$ cat config.mk
export PLATFORM = sky130hd
export DESIGN_NAME = imem_boot_loader
export DESIGN_NICKNAME = d
export VERILOG_FILES = /design/src/rtl/imem_boot_loader_pkg.sv /design/src/rtl/imem_boot_loader_byte_packer.sv /design/src/rtl/imem_boot_loader.sv
export SDC_FILE = /design/constraint.sdc
export NUM_CORES = 1
export LEC_CHECK = 0
export ABC_AREA = 1
export BUFFER_PORTS_ARGS = -buffer_cell sky130_fd_sc_hd__buf_2
export CORE_ASPECT_RATIO = 1.25
export CORE_MARGIN = 3
export CORE_UTILIZATION = 54
export DETAILED_ROUTE_END_ITERATION = 10
export PLACE_DENSITY = 0.89
export SYNTH_ARGS = -nofsm -noshare
export SYNTH_HDL_FRONTEND = slang
export SYNTH_SLANG_ARGS = --single-unit
$ cat constraint.sdc
create_clock -name i_clk -period 2.1 [get_ports i_clk]
set_clock_uncertainty 0.05 [all_clocks]
set_input_delay 0.525 -clock i_clk [delete_from_list [all_inputs] [get_ports i_clk]]
set_output_delay 0.525 -clock i_clk [all_outputs]
set_load 0.005 [all_outputs]
$ cat src/rtl/imem_boot_loader_pkg.sv
// Shared definitions for the instruction-memory boot loader: state encoding,
// frame geometry and the word-to-byte-address helper.
package loader_pkg;

   typedef enum logic [2:0] {
      ST_IDLE  = 3'd0,
      ST_LEN   = 3'd1,
      ST_DATA  = 3'd2,
      ST_WRITE = 3'd3,
      ST_DONE  = 3'd4,
      ST_ERR   = 3'd5,
      ST_CHK   = 3'd6
   } state_t;

   localparam int HDR_BYTES      = 2;
   localparam int BYTES_PER_WORD = 4;

   // 32-bit byte address of word idx; wraps modulo 2**32 by construction.
   function automatic logic [31:0] word_byte_addr(input logic [31:0] base,
                                                  input logic [15:0] idx);
      return base + {14'b0, idx, 2'b00};
   endfunction

endpackage

$ cat src/rtl/imem_boot_loader_byte_packer.sv
// Packs big-endian bytes into a 32-bit word; o_word_valid marks the cycle the
// fourth byte is accepted. i_clear drops any partial word.
module byte_packer
   import loader_pkg::*;
(
   input  logic        i_clk,
   input  logic        i_rst_n,
   input  logic        i_clear,
   input  logic        i_byte_valid,
   input  logic [7:0]  i_byte,
   output logic [31:0] o_word,
   output logic        o_word_valid
);

   logic [1:0]  r_cnt;
   logic [31:0] r_word;

   always_ff @(posedge i_clk or negedge i_rst_n) begin
      if (!i_rst_n) begin
         r_cnt  <= 2'd0;
         r_word <= 32'd0;
      end else if (i_clear) begin
         r_cnt  <= 2'd0;
         r_word <= 32'd0;
      end else if (i_byte_valid) begin
         r_cnt  <= r_cnt + 2'd1;
         r_word <= {r_word[23:0], i_byte};
      end
   end

   assign o_word       = r_word;
   assign o_word_valid = i_byte_valid && (r_cnt == 2'(BYTES_PER_WORD - 1));

endmodule

$ cat src/rtl/imem_boot_loader.sv
// Boot loader: length-prefixed byte stream -> instruction memory writes, holding
// the CPU in reset until loaded. IMEM_LOADER_CHECKSUM_EN adds an XOR trailer check.
module imem_boot_loader
   import loader_pkg::*;
#(
   parameter int          ADDR_WIDTH = 10,
   parameter logic [31:0] BASE_ADDR  = 32'h0
)(
   input  logic        i_clk,
   input  logic        i_rst_n,
   input  logic        i_start,
   input  logic [7:0]  i_in_data,
   input  logic        i_in_valid,
   output logic        o_in_ready,
   output logic        o_mem_we,
   output logic [31:0] o_mem_addr,
   output logic [31:0] o_mem_wdata,
   output logic        o_cpu_hold,
   output logic        o_busy,
   output logic        o_done,
   output logic        o_err,
   output logic [15:0] o_word_count
);

   state_t      r_state, w_next;
   logic [7:0]  r_hdr_hi;
   logic        r_hdr_cnt;
   logic [15:0] r_len;
   logic [15:0] r_word_count;

   logic        w_xfer, w_start_ok, w_hdr_last, w_len_zero, w_len_big, w_last;
   logic        w_pack_valid;
   logic [15:0] w_len;
   logic [31:0] w_word;

   assign w_xfer     = i_in_valid & o_in_ready;
   assign w_start_ok = i_start & ((r_state == ST_IDLE) | (r_state == ST_DONE) |
                                  (r_state == ST_ERR));
   assign w_hdr_last = (r_hdr_cnt == 1'(HDR_BYTES - 1));
   assign w_len      = {r_hdr_hi, i_in_data};
   assign w_len_zero = (w_len == 16'd0);
   assign w_len_big  = ({16'd0, w_len} > (32'd1 << ADDR_WIDTH));
   assign w_last     = ((r_word_count + 16'd1) == r_len);

`ifdef IMEM_LOADER_CHECKSUM_EN
   logic [7:0] r_csum;
`endif

   always_ff @(posedge i_clk or negedge i_rst_n) begin
      if (!i_rst_n) r_state <= ST_IDLE;
      else          r_state <= w_next;
   end

   always_comb begin
      w_next = r_state;
      case (r_state)
         ST_IDLE, ST_DONE, ST_ERR: if (w_start_ok) w_next = ST_LEN;
         ST_LEN: begin
            if (w_xfer && w_hdr_last) begin
               if (w_len_zero)     w_next = ST_DONE;
               else if (w_len_big) w_next = ST_ERR;
               else                w_next = ST_DATA;
            end
         end
         ST_DATA: if (w_pack_valid) w_next = ST_WRITE;
         ST_WRITE: begin
`ifdef IMEM_LOADER_CHECKSUM_EN
            w_next = w_last ? ST_CHK : ST_DATA;
`else
            w_next = w_last ? ST_DONE : ST_DATA;
`endif
         end
`ifdef IMEM_LOADER_CHECKSUM_EN
         ST_CHK: if (w_xfer) w_next = (i_in_data == r_csum) ? ST_DONE : ST_ERR;
`endif
         default: w_next = ST_IDLE;
      endcase
   end

   // A start sampled in DONE re-holds the CPU in that same cycle.
   always_comb begin
      o_in_ready = (r_state == ST_LEN) | (r_state == ST_DATA) | (r_state == ST_CHK);
      o_mem_we   = (r_state == ST_WRITE);
      o_busy     = (r_state == ST_LEN) | (r_state == ST_DATA) |
                   (r_state == ST_WRITE) | (r_state == ST_CHK);
      o_done     = (r_state == ST_DONE) & ~i_start;
      o_cpu_hold = ~((r_state == ST_DONE) & ~i_start);
      o_err      = (r_state == ST_ERR);
   end

   always_ff @(posedge i_clk or negedge i_rst_n) begin
      if (!i_rst_n) begin
         r_hdr_hi     <= 8'd0;
         r_hdr_cnt    <= 1'b0;
         r_len        <= 16'd0;
         r_word_count <= 16'd0;
      end else if (w_start_ok) begin
         r_hdr_cnt    <= 1'b0;
         r_word_count <= 16'd0;
      end else begin
         if ((r_state == ST_LEN) && w_xfer) begin
            if (!w_hdr_last) begin
               r_hdr_hi  <= i_in_data;
               r_hdr_cnt <= 1'b1;
            end else begin
               r_len <= w_len;
            end
         end
         if (r_state == ST_WRITE) r_word_count <= r_word_count + 16'd1;
      end
   end

`ifdef IMEM_LOADER_CHECKSUM_EN
   always_ff @(posedge i_clk or negedge i_rst_n) begin
      if (!i_rst_n)                           r_csum <= 8'd0;
      else if (w_start_ok)                    r_csum <= 8'd0;
      else if ((r_state == ST_DATA) && w_xfer) r_csum <= r_csum ^ i_in_data;
   end
`endif

   byte_packer u_packer (
      .i_clk        (i_clk),
      .i_rst_n      (i_rst_n),
      .i_clear      (w_start_ok),
      .i_byte_valid (w_xfer && (r_state == ST_DATA)),
      .i_byte       (i_in_data),
      .o_word       (w_word),
      .o_word_valid (w_pack_valid)
   );

   assign o_mem_wdata  = w_word;
   assign o_mem_addr   = word_byte_addr(BASE_ADDR, r_word_count);
   assign o_word_count = r_word_count;

endmodule

# After elaboration in Yosys (flattened, before gate mapping)
# Index checks and enable logic that the tools add are counted.
# Widths: inputs -> output; s select.
# totals
reg_bits	78
latchBits	0
mem_bits_rw	0
mem_bits_ro	0
input_bits	12
word_cells	62
memories	0
# op_classes
add_sub_neg	2
mul	0
div	0
n_lt_le_gt_ge	1
eq_ne	11
n_shift	0
mux	15
bitwise	13
reduce_logical	13
# op_table
operator	count
$mux 32	2
$mux 16	2
$mux 3	6
$add 16x1->16 const B	1
$eq 16x16->1	1
$gt 16x11->1 const B	1
$logic_not 16->1	1
$pmux 3 s4	1
$eq 3x3->1 const B	3
$reduce_and 3->1	3
$eq 3x2->1 const B	2
$or 1x1->1	6
$reduce_bool 2->1	3
$logic_and 1x1->1	4
$mux 2	2
$ne 2x1->1 const B	2
$not 1->1	4
$and 1x1->1	3
$eq 3x1->1 const B	1
$logic_not 3->1	1
$reduce_or 3->1	1
$add 2x1->2 const B	1
$eq 2x2->1 const B	1
$mux 1	2
$ne 2x2->1 const B	1

# Depth between registers and ports, before layout
# Gate-level depths: netlist of run 1.
# logic_depth
depth_word	8
ltp_mapped	16
depth_no_buf	16

# Cells and area by module
# Synthesis of run 1 repeated with hierarchy kept, for this count alone.
# hier_totals
hier_cells	537
area_unflattened_um2	4265.3
# by_module_without_submodules
mod	instances	cells_per_inst	area_each_um2	seq_area_each_um2
imem_boot_loader	1	385	2776.4	1101.1
byte_packer	1	152	1488.9	850.8

# Worst setup path before layout of run 1
# OpenSTA, ideal clock, no wires.
# synth_path
path_kind	register to register
startpoint	register r_word_count[1] (netlist: o_word_count[1])
endpoint	register r_state[1]
t_arrival_ns	1.605
required_time_ns	1.933
setup_slack_ns	0.328
path_stages_with_launch	13
period_less_slack_ns	1.772
cell_sequence	dfrtp_1 -> ha_1 -> nand2_1 -> nor2_4 -> nand3_1 -> xnor3_1 -> nand2_1 -> nor2_1 -> nand3_1 -> nand2_1 -> nand2_1 -> nand2_1 -> nand2_1
# synth_between
elab_chain_cells	4
# synth_rtl
item	line_no	rtl
from (decl)	imem_boot_loader.sv:29	logic [15:0] r_word_count;
from (signal assigned)	imem_boot_loader.sv:109	if (r_state == ST_WRITE) r_word_count <= r_word_count + 16'd1;
$add 16x1->16	imem_boot_loader.sv:43	assign w_last = ((r_word_count + 16'd1) == r_len);
$eq 16x16->1	imem_boot_loader.sv:43	
$mux 3	imem_boot_loader.sv:70	w_next = w_last ? ST_DONE : ST_DATA;
$pmux 3 s4	imem_boot_loader.sv:56	case (r_state)
to (signal assigned)	imem_boot_loader.sv:51	else r_state <= w_next;
to (decl)	imem_boot_loader.sv:25	state_t r_state, w_next;
# No other way between the ends.
# A chain may end at the register's enable or synchronous reset.

# Worst setup path in the final report of run 1
# layout_path
startpoint	register r_state[2]
endpoint	output port o_mem_we
# layout_between
elab_chain_cells	1
# layout_rtl
item	line_no	rtl
$eq 3x2->1	imem_boot_loader.sv:83	o_mem_we = (r_state == ST_WRITE);
to (decl)	imem_boot_loader.sv:15	output logic o_mem_we,
# No other way between the ends.

==> impl_results.md, run 1 <==
- Post-route cell area: 4640 um^2
- Area after DPL: 4410 um^2
- Pwr per Cell Area: 972 nW/um^2
- Cell Area, Synth: 4010 um^2
- Critical path origin: r_state[2]
- Root buf cell: clkbuf_8
- Max Slew Vio Count: 0
- Gr ovfl total: 0
- TNS Setup: 0 ns
- Endpoints failing setup: 0
- Vias in the first global route: 3442
- Min-delay worst type: in2async
- Worst setup SP type: flip-flop
- Area of the multi-input gates: 1570 um^2
- ANT cells: 0
- Fin. Hold Viols: 0
- FF-to-FF setup slack: 0.22 ns
- Worst VDD drop: 0.586 mV
- Total GRT Usage: 0.231
- Largest net degree at the start of global routing: 43
- Clk buf depth: 2
- Routed wire length: 9420 um
- Main synth FF type: dfrtp_1
- Cells after Synth: 494
- CP peak stage delay: 0.43 ns
- Slowest cell on the critical path: dfrtp_1
- Post-synth top cells: nand2_1 (122), dfrtp_1 (78), inv_1 (71)
- Crit path buf inv count: 2
- First-pass GRT wire length: 15700 um
- Fin crit share: 0.942
- Tightest Pin Transition: 0.530 ns
- FMAX: 0.506 GHz
- Filler cells: 600
- Slew margin rel.: 0.647
- Setup crit end kind: output port
- Critical Path AT: 1.40 ns
- Crit-path max FO: 5
- Setup CP Type: reg2out
- First drt pass iteration count: 4
- Shortest period the worst path allows: 1.98 ns
- Max-Cap Viols: 0
- Flop and latch count out of synthesis: 78
- Die Ht: 102 um
- NumNets Final: 588
- Ys async rst share: 1.00
- WL/cell: 14.1 um
- Initial antenna violation count: 0
- DIE AREA: 8510 um^2
- Area Growth Syn to Fin: 15.6%
- Vias: 3427
- DR iter-0 viols: 214
- RSZ-0062 raised after global routing: no
- Sequential fraction of the synthesis area: 0.487
- Port Buffers: 81
- Vias/cell: 5.13
- H-tree Lvls: 3
- Most used cell, CP: nor2_2
- Most frequent cell after synthesis: nand2_1
- Critical path's top delay family: flip-flops
- CP Data Required Time: 1.52 ns
- DRC: 0
- Reg area: 1960 um^2
- RR Endpoint: r_state[1]
- Routed Antenna Nets: 0
- Total CTS buffers: 9
- Clock Latency Late Sink: 0.34 ns
- Post-synth top area share: 0.487
- CP Cell Sequence: nor2_2, inv_2, nor2_2, buf_2
- Die width: 83.1 um
- Leak Pwr: 2.47 nW
- Post-synth top area cell: dfrtp_1
- Ports: 98
- Critical path depth: 4
- Starting Density: 0.565
- CTS tree: yes
- Leading post-synthesis cells by cell area: dfrtp_1 (49%), nand2_1 (11%), inv_1 (6.6%)
- Number of flops mapped to enable cells by yosys: 0
- Syn_area_per_cell: 8.12 um^2
- Critical Path Sink: o_mem_we
- GPL Wtd Cong: 0.883
- Ys Warns: 0
- Hpwl dp: 7170 um
- Status: finished clean
- Clock transition at the registers of the reported paths: 0.08 ns
- Yosys cell types: 31
- Reg-to-Reg Start: o_word_count[0]
- FP Rows: 34
- Share of cells above drive strength 1: 0.249
- CORE AREA: 7100 um^2
- Reg2Reg Depth: 15
- CTS sink count: 78
-- registers in the layout, summed over array words and instances, names as in the netlist --
signal,count
u_packer.o_word,32
o_word_count,16
r_len,16
r_hdr_hi,8
r_state,3
u_packer.r_cnt,2
r_hdr_cnt,1
-- placed cells by master (no fill, tap or decap), drive strengths merged --
master and instances:
a22o 1, inv 76, buf 98, nor2 36
xnor3 1, nor4 2, nand2 124, xnor2 3
dfrtp 78, nand3 30, o21ai 35, xor2 2
nand2b 1, clkbuf 10, mux2 2, nand4 7
ha 2, clkinv 1, o22ai 35, nand3b 5
clkinvlp 3, conb 16, nor3 2, a21oi 8
-- routing by layer --
metal | part of all wire | track usage
met1 | 0.41 | 0.264
met2 | 0.52 | 0.419
met3 | 0.058 | 0.0589
met4 | 0.012 | 0.0868
met5 | 0 | 0
-- power by group --
| group | total [mW] | internal (mW) | switching (mW) |
|---|---|---|---|
| clock | 0.970 | 0.425 | 0.546 |
| combinational | 1.48 | 0.569 | 0.914 |
| sequential | 2.05 | 1.80 | 0.255 |
| total | 4.51 | 2.79 | 1.72 |
-- worst register-to-register path: stages, from the launching register on --
cell     delay, ns
dfrtp_2       0.42
inv_1         0.14
nor2_8        0.22
nand2_4       0.09
nor2_2        0.10
nand2_1       0.07
nand2_1       0.09
nand2_1       0.05
nand2_1       0.08
nand2_1       0.07
nor2_2        0.13
nand3_1       0.07
nand2_1       0.06
nand2_1       0.04
nand2_1       0.05
nand2_1       0.04
-- area by class of cell --
type,count,area share
flip-flops and latches,78,0.423
clock buffers,10,0.0275
well taps,90,0.0243
clock inverters,5,0.00783
repair buffers,98,0.118
multi-input cells,312,0.338
inverters,75,0.0607
-- worst min path at each step --
stage	to	slack, ns
final	r_hdr_hi[5]	0.11
after global routing	r_hdr_hi[5]	0.13
after CTS	r_hdr_hi[6]	0.11
after detailed placement	u_packer.o_word[26]	0.42
after global placement	u_packer.o_word[24]	0.41
after floorplan	o_word_count[0]	0.18
-- through the flow --
step | hold slack, ns | worst slack, ns | std cells | power [mW] | utilization
after floorplan | 0.179 | 0.328 | 509 | 3.04 | -
after global placement | 0.415 | 0.222 | 650 | 3.44 | 0.621
after detailed placement | 0.423 | 0.114 | 650 | 3.52 | 0.621
after CTS | 0.107 | 0.0846 | 665 | 4.49 | 0.644
after global routing | 0.126 | 0.00237 | 668 | 4.85 | 0.653
final | 0.108 | 0.123 | 668 | 4.51 | 0.653
-- logic make-up (layout without fill, tap and decap cells) --
logic type,Yosys count,in the layout,share of synthesized area
AND/OR/NAND/NOR,207,207,0.230
buffers and inverters,119,188,0.144
AO/OA/AOI/OAI,79,79,0.110
flip-flops,78,78,0.487
XOR/XNOR,6,6,0.0165
adder cells (fa/ha/maj),2,2,0.00624
multiplexers,2,2,0.00561
other,1,16,0.000935
-- what timing repair did --
| item | in CTS | in global routing |
|---|---|---|
| hold buffers | 0 | 0 |
| buffers inserted | 0 | 3 |
| gates resized for setup | 0 | 16 |
| setup endpoints to repair | 0 | 3 |
No activity file was read; power rests on OpenSTA's default activity.
==> inputs of run 2 (changes only) <==
- ABC_AREA: 1 -> unset
==> run 2 against run 1 <==
Final area increased by 4.4%; die area decreased by 0.38%; largest power group unchanged; critical path type is now reg2reg; setup slack worse by 0.12 ns; global-route usage increased by 0.099 points.
==> impl_results.md, run 2 <==
- Status: finished clean
- Area Growth Syn to Fin: 21.2%
- Pwr per Cell Area: 971 nW/um^2
- Ys async rst share: 1.00
- Clock transition at the registers of the reported paths: 0.09 ns
- Worst VDD drop: 0.633 mV
- FMAX: 0.476 GHz
- Port Buffers: 81
- Fin crit share: 1.00
- Reg2Reg Depth: 7
- Leading post-synthesis cells by cell area: dfrtp_1 (49%), a22o_1 (7.5%), mux2_2 (6.5%)
- Leak Pwr: 2.46 nW
- Crit-path max FO: 4
- Critical Path AT: 2.29 ns
- Routed wire length: 9570 um
- Gr ovfl total: 0
- Post-synth top area share: 0.489
- Hpwl dp: 6700 um
- Shortest period the worst path allows: 2.10 ns
- DRC: 0
- CP Data Required Time: 2.30 ns
- FP Rows: 34
- Initial antenna violation count: 0
- Setup CP Type: reg2reg
- Ports: 98
- Area after DPL: 4550 um^2
- Die width: 82.9 um
- Reg area: 1960 um^2
- Endpoints failing setup: 0
- GPL Wtd Cong: 0.866
- Most common cell after layout, fill and taps aside: buf_2
- RR Endpoint: r_state[1]
- First-pass GRT wire length: 15800 um
- Tightest Pin Transition: 0.570 ns
- Post-synth top area cell: dfrtp_1
- Sequential share of power: 0.445
- Max reg flops: 32
- FF-to-FF setup slack: 0.0007 ns
- Largest net degree at the start of global routing: 68
- H-tree Lvls: 3
- Routed Antenna Nets: 0
- Cell Area, Synth: 4000 um^2
- Power Total: 4.70 mW
- Most frequent cells in the layout: buf_2 (80), dfrtp_1 (69), buf_4 (38)
- CTS sink count: 78
- DR iter-0 viols: 214
- Main synth FF type: dfrtp_1
- Total CTS buffers: 9
- Power share of the combinational group: 0.323
- WL/cell: 17.0 um
- Root buf cell: clkbuf_8
- Reg-to-Reg Start: o_word_count[1]
- Clk buf depth: 2
- DIE AREA: 8470 um^2
- Starting Density: 0.566
- Hold depth: 3
- Die Ht: 102 um
- ANT cells: 0
- Worst setup SP type: flip-flop
- Fin. Hold Viols: 0
- Total GRT Usage: 0.232
- Switching Power: 1.71 mW
- Fin util: 0.686
- Yosys cell types: 48
- CTS tree: yes
- Ys Warns: 0
- Syn_area_per_cell: 10.7 um^2
- Internal power: 3.00 mW
- Flop and latch count out of synthesis: 78
- Clock Latency Late Sink: 0.35 ns
- First drt pass iteration count: 4
- Vias/cell: 5.87
- Sequential fraction of the synthesis area: 0.489
- RSZ-0062 raised after global routing: yes
- Share of cells above drive strength 1: 0.397
- Number of flops mapped to enable cells by yosys: 0
- CORE AREA: 7060 um^2
- Slew margin rel.: 0.619
- Post-route cell area: 4840 um^2
- NumNets Final: 483
- Worst hold path endpoint: r_hdr_hi[2]
- Most frequent cell after synthesis: dfrtp_1
- Min-delay worst type: in2reg
- Post-synth top cells: dfrtp_1 (78), a22o_1 (34), buf_4 (33)
- Vias in the first global route: 3199
- Cells after Synth: 373
- Vias: 3309
- Max Slew Vio Count: 0
- Max-Cap Viols: 0
- Area of the multi-input gates: 1810 um^2
- Clock power frac: 0.231
- Filler cells: 526
- Sw Share: 0.363
- Hold path start: i_in_data[2]
- Setup crit end kind: flip-flop
[run 2: critical path: stages, from the launching register on]
cell     delay, ns
dfrtp_2       0.42
ha_4          0.17
and3_4        0.20
nand2_4       0.07
mux2i_1       0.13
o31a_1        0.13
or4_4         0.54
o31a_1        0.29
[run 2: cells by family (layout without fill, tap and decap cells)]
family / after synthesis / count (layout) / share of synthesized area
xor+xnor: 22 / 22 / 0.0482
compound gates: 86 / 86 / 0.153
flops: 78 / 78 / 0.489
buf+inv: 59 / 145 / 0.0883
mux: 27 / 27 / 0.0749
simple gates: 98 / 98 / 0.140
other cells: 1 / 16 / 0.000939
fa+ha+maj: 2 / 2 / 0.00626
[run 2: how the worst max path moves through the flow]
| stage | depth (start not counted) | end | slack (ns) | startpoint |
|---|---|---|---|---|
| 6_report | 7 | r_state[1] | 0.0007 | o_word_count[1] |
| 3_5_place_dp | 7 | r_state[1] | -0.21 | o_word_count[1] |
| 4_1_cts | 6 | r_state[1] | -0.02 | o_word_count[1] |
| 5_1_grt | 6 | r_state[1] | -0.08 | o_word_count[12] |
| 3_3_place_gp | 7 | r_state[1] | -0.09 | o_word_count[1] |
| 2_1_floorplan | 7 | r_state[1] | 0.01 | o_word_count[2] |
[run 2: per-stage QoR]
stage | setup WS (ns) | hold WS, ns | std cells | TNS [ns]
3_5_place_dp | -0.206 | 0.329 | 542 | -0.346
3_3_place_gp | -0.0887 | 0.328 | 542 | -0.0890
5_1_grt | -0.0831 | 0.412 | 564 | -0.198
4_1_cts | -0.0234 | 0.406 | 560 | -0.0247
2_1_floorplan | 0.0106 | 0.179 | 388 | 0
6_report | 0.000720 | 0.408 | 564 | 0
[run 2: per-layer routing]
layer	GRT usage	part of all wire	vias to the layer above
met5	0	0	-
li1	-	-	1482
met4	0.0855	0.031	0
met3	0.0540	0.075	31
met2	0.408	0.49	182
met1	0.281	0.40	1614
[run 2: power groups by stage]
stage	logic (mW)	registers, mW	clock network, mW
after floorplan	1.05	2.00	0
after global placement	1.37	2.06	0
after detailed placement	1.44	2.10	0
after CTS	1.49	2.08	1.09
after global routing	1.69	2.12	1.16
final	1.52	2.09	1.09
[run 2: layout make-up]
type / count / area share
sequential: 78 / 0.406
multi-input combinational: 251 / 0.373
timing repair buffer: 121 / 0.152
clock buffer: 9 / 0.0256
tap: 90 / 0.0233
clock inverter: 7 / 0.0134
inverter: 8 / 0.00672
[run 2: what timing repair did]
| item | in CTS | in global routing |
|---|---|---|
| endpoints found under the hold margin | 11 | 0 |
| pin swaps | 0 | 9 |
| hold buffers | 1 | 0 |
| buffers inserted | 1 | 4 |
| gates resized for setup | 7 | 12 |
| setup endpoints to repair | 4 | 5 |
==> inputs of run 3 (changes only) <==
- PLACE_DENSITY: 0.89 -> 0.88
- SYNTH_HIERARCHICAL: unset -> 1
==> run 3 against run 2 <==
Area after synthesis rose by 4.6%; via count shrank 4.0%; count of clock-buffer cells in the layout stayed put; register-to-register slack better by 0.08 ns.
==> impl_results.md, run 3 <==
- NumNets Final: 491
- Post-Synth Adder-Cell Area: 0.00599
- Die Ht: 104 um
- FP Rows: 35
- Critical Path AT: 2.20 ns
- Tightest Pin Transition: 0.619 ns
- Leading post-synthesis cells by cell area: dfrtp_1 (47%), mux2i_1 (8.1%), buf_4 (5.9%)
- DIE AREA: 8840 um^2
- Cells after Synth: 391
- Vias: 3177
- DRC: 0
- Complex-gate fraction of the synthesized area: 0.0751
- WL/cell: 16.1 um
- Gr ovfl total: 0
- First-pass GRT wire length: 14900 um
- Max-Cap Viols: 0
- Worst setup SP type: flip-flop
- Initial antenna violation count: 0
- Sequential fraction of the synthesis area: 0.467
- Pwr per Cell Area: 1030 nW/um^2
- DR iter-0 viols: 160
- CP Data Required Time: 2.28 ns
- FMAX: 0.495 GHz
- Most frequent cells in the layout: buf_2 (80), dfrtp_1 (72), nor2_1 (53)
- Fin. Hold Viols: 0
- Simple-gate portion of the synthesized area: 0.140
- Cell Area, Synth: 4180 um^2
- CORE AREA: 7440 um^2
- Min-delay worst type: in2async
- H-tree Lvls: 3
- TNS Setup: 0 ns
- Share of cells above drive strength 1: 0.346
- Flop and latch count out of synthesis: 78
- Xor/xnor cell area share of the yosys netlist: 0.0608
- Post-synth top cells: dfrtp_1 (78), nor2_1 (57), mux2i_1 (34)
- CTS sink count: 78
- Max reg flops: 32
- Max Slew Vio Count: 0
- GPL Wtd Cong: 0.929
- Clock transition at the registers of the reported paths: 0.09 ns
- Total GRT Usage: 0.208
- Total CTS buffers: 9
- Largest family of logic cells by synthesized area: multiplexers
- Leak Pwr: 2.43 nW
- ANT cells: 0
- Reg-to-Reg Start: o_word_count[1]
- Fraction of synthesized area in multiplexers: 0.154
- Routed Antenna Nets: 0
- RR Endpoint: r_state[1]
- Most frequent cell after synthesis: dfrtp_1
- Power Total: 5.05 mW
- Setup CP Type: reg2reg
- Syn_area_per_cell: 10.7 um^2
- Status: finished clean
- Reg2Reg Depth: 7
- Number of flops mapped to enable cells by yosys: 0
- Ys Warns: 6
- Routed wire length: 9240 um
- Ys async rst share: 1.00
- Area Growth Syn to Fin: 17.5%
- # hold bufs at CTS: 0
- Port Buffers: 81
- Clk buf depth: 2
- Fin crit share: 0.963
- Vias in the first global route: 2995
- Clock Latency Late Sink: 0.35 ns
- Post-synth top area share: 0.467
- Starting Density: 0.561
- Die width: 84.7 um
- Hold Worst Slack: 0.0611 ns
- Slew margin rel.: 0.587
- First drt pass iteration count: 5
- Root buf cell: clkbuf_8
- Post-synth top area cell: dfrtp_1
- FF-to-FF setup slack: 0.08 ns
- Most common cell after layout, fill and taps aside: buf_2
- Vias/cell: 5.53
- Endpoints failing setup: 0
- Worst VDD drop: 0.584 mV
- RSZ-0062 raised after global routing: yes
- Setup crit end kind: flip-flop
- Main synth FF type: dfrtp_1
- Hpwl dp: 6660 um
- Yosys cell types: 52
- Crit-path max FO: 3
- Largest net degree at the start of global routing: 37
- CTS tree: yes
- Shortest period the worst path allows: 2.02 ns
- Ports: 98
[run 3: worst max-delay path: stages, from the launching register on]
cell and delay, ns:
dfrtp_1 0.40, ha_2 0.22, buf_6 0.12, or4b_1 0.45, o31ai_1 0.08, a21oi_1 0.11
nor4_2 0.34, a31oi_1 0.12
[run 3: what timing repair did]
item	4_1_cts	5_1_grt
endpoints found under the setup margin	3	16
resized for setup	1	15
gates cloned	0	0
setup buffers	0	7
pin swaps	0	8
[run 3: stage by stage]
stage	util	cells	setup slack (ns)	instance area [um^2]
final	0.660	574	0.0786	4910
after global routing	0.660	574	-0.0462	4910
after CTS	0.646	567	0.00148	4810
after detailed placement	0.615	551	0.00722	4580
after global placement	0.615	551	0.0583	4580
after floorplan	-	406	0.0746	4240
[run 3: final cells by class]
type                       count  area [um^2]
clock inverter                 7          109
timing repair buffer         110          666
clock buffer                   9          124
multi-input combinational    273         1920
fill                         589         2530
tap                           92          115
sequential                    78         1960
inverter                       5         18.8
[run 3: cell families after synthesis]
group / after synthesis
compound gates: 52
xor+xnor: 29
fa+ha+maj: 2
buf+inv: 55
flops: 78
mux: 58
other cells: 1
simple gates: 116
[run 3: how the worst max path moves through the flow]
stage / cells past startpoint / end / slack, ns / from
floorplan: 7 / r_state[1] / 0.07 / o_word_count[1]
global placement: 7 / r_state[2] / 0.06 / o_word_count[4]
detailed placement: 6 / o_word_count[10] / 0.007 / r_state[2]
CTS: 5 / o_mem_we / 0.001 / r_state[2]
global route: 6 / r_state[1] / -0.05 / o_word_count[13]
finish: 7 / r_state[1] / 0.08 / o_word_count[1]
[run 3: layer usage]
metal / GRT usage / wire, um / share of wire / vias up
met3: 0.0452 / 743 / 0.080 / 27
met5: 0 / 0 / 0 / -
met2: 0.329 / 4450 / 0.48 / 161
met1: 0.276 / 3780 / 0.41 / 1512
met4: 0.0882 / 272 / 0.029 / 0
li1: - / - / - / 1477
[run 3: power breakdown]
| part | internal (mW) | total, mW | switching, mW |
|---|---|---|---|
| clock network | 0.699 | 1.33 | 0.629 |
| logic | 0.900 | 1.67 | 0.768 |
| registers | 1.80 | 2.06 | 0.260 |
| total | 3.40 | 5.05 | 1.66 |
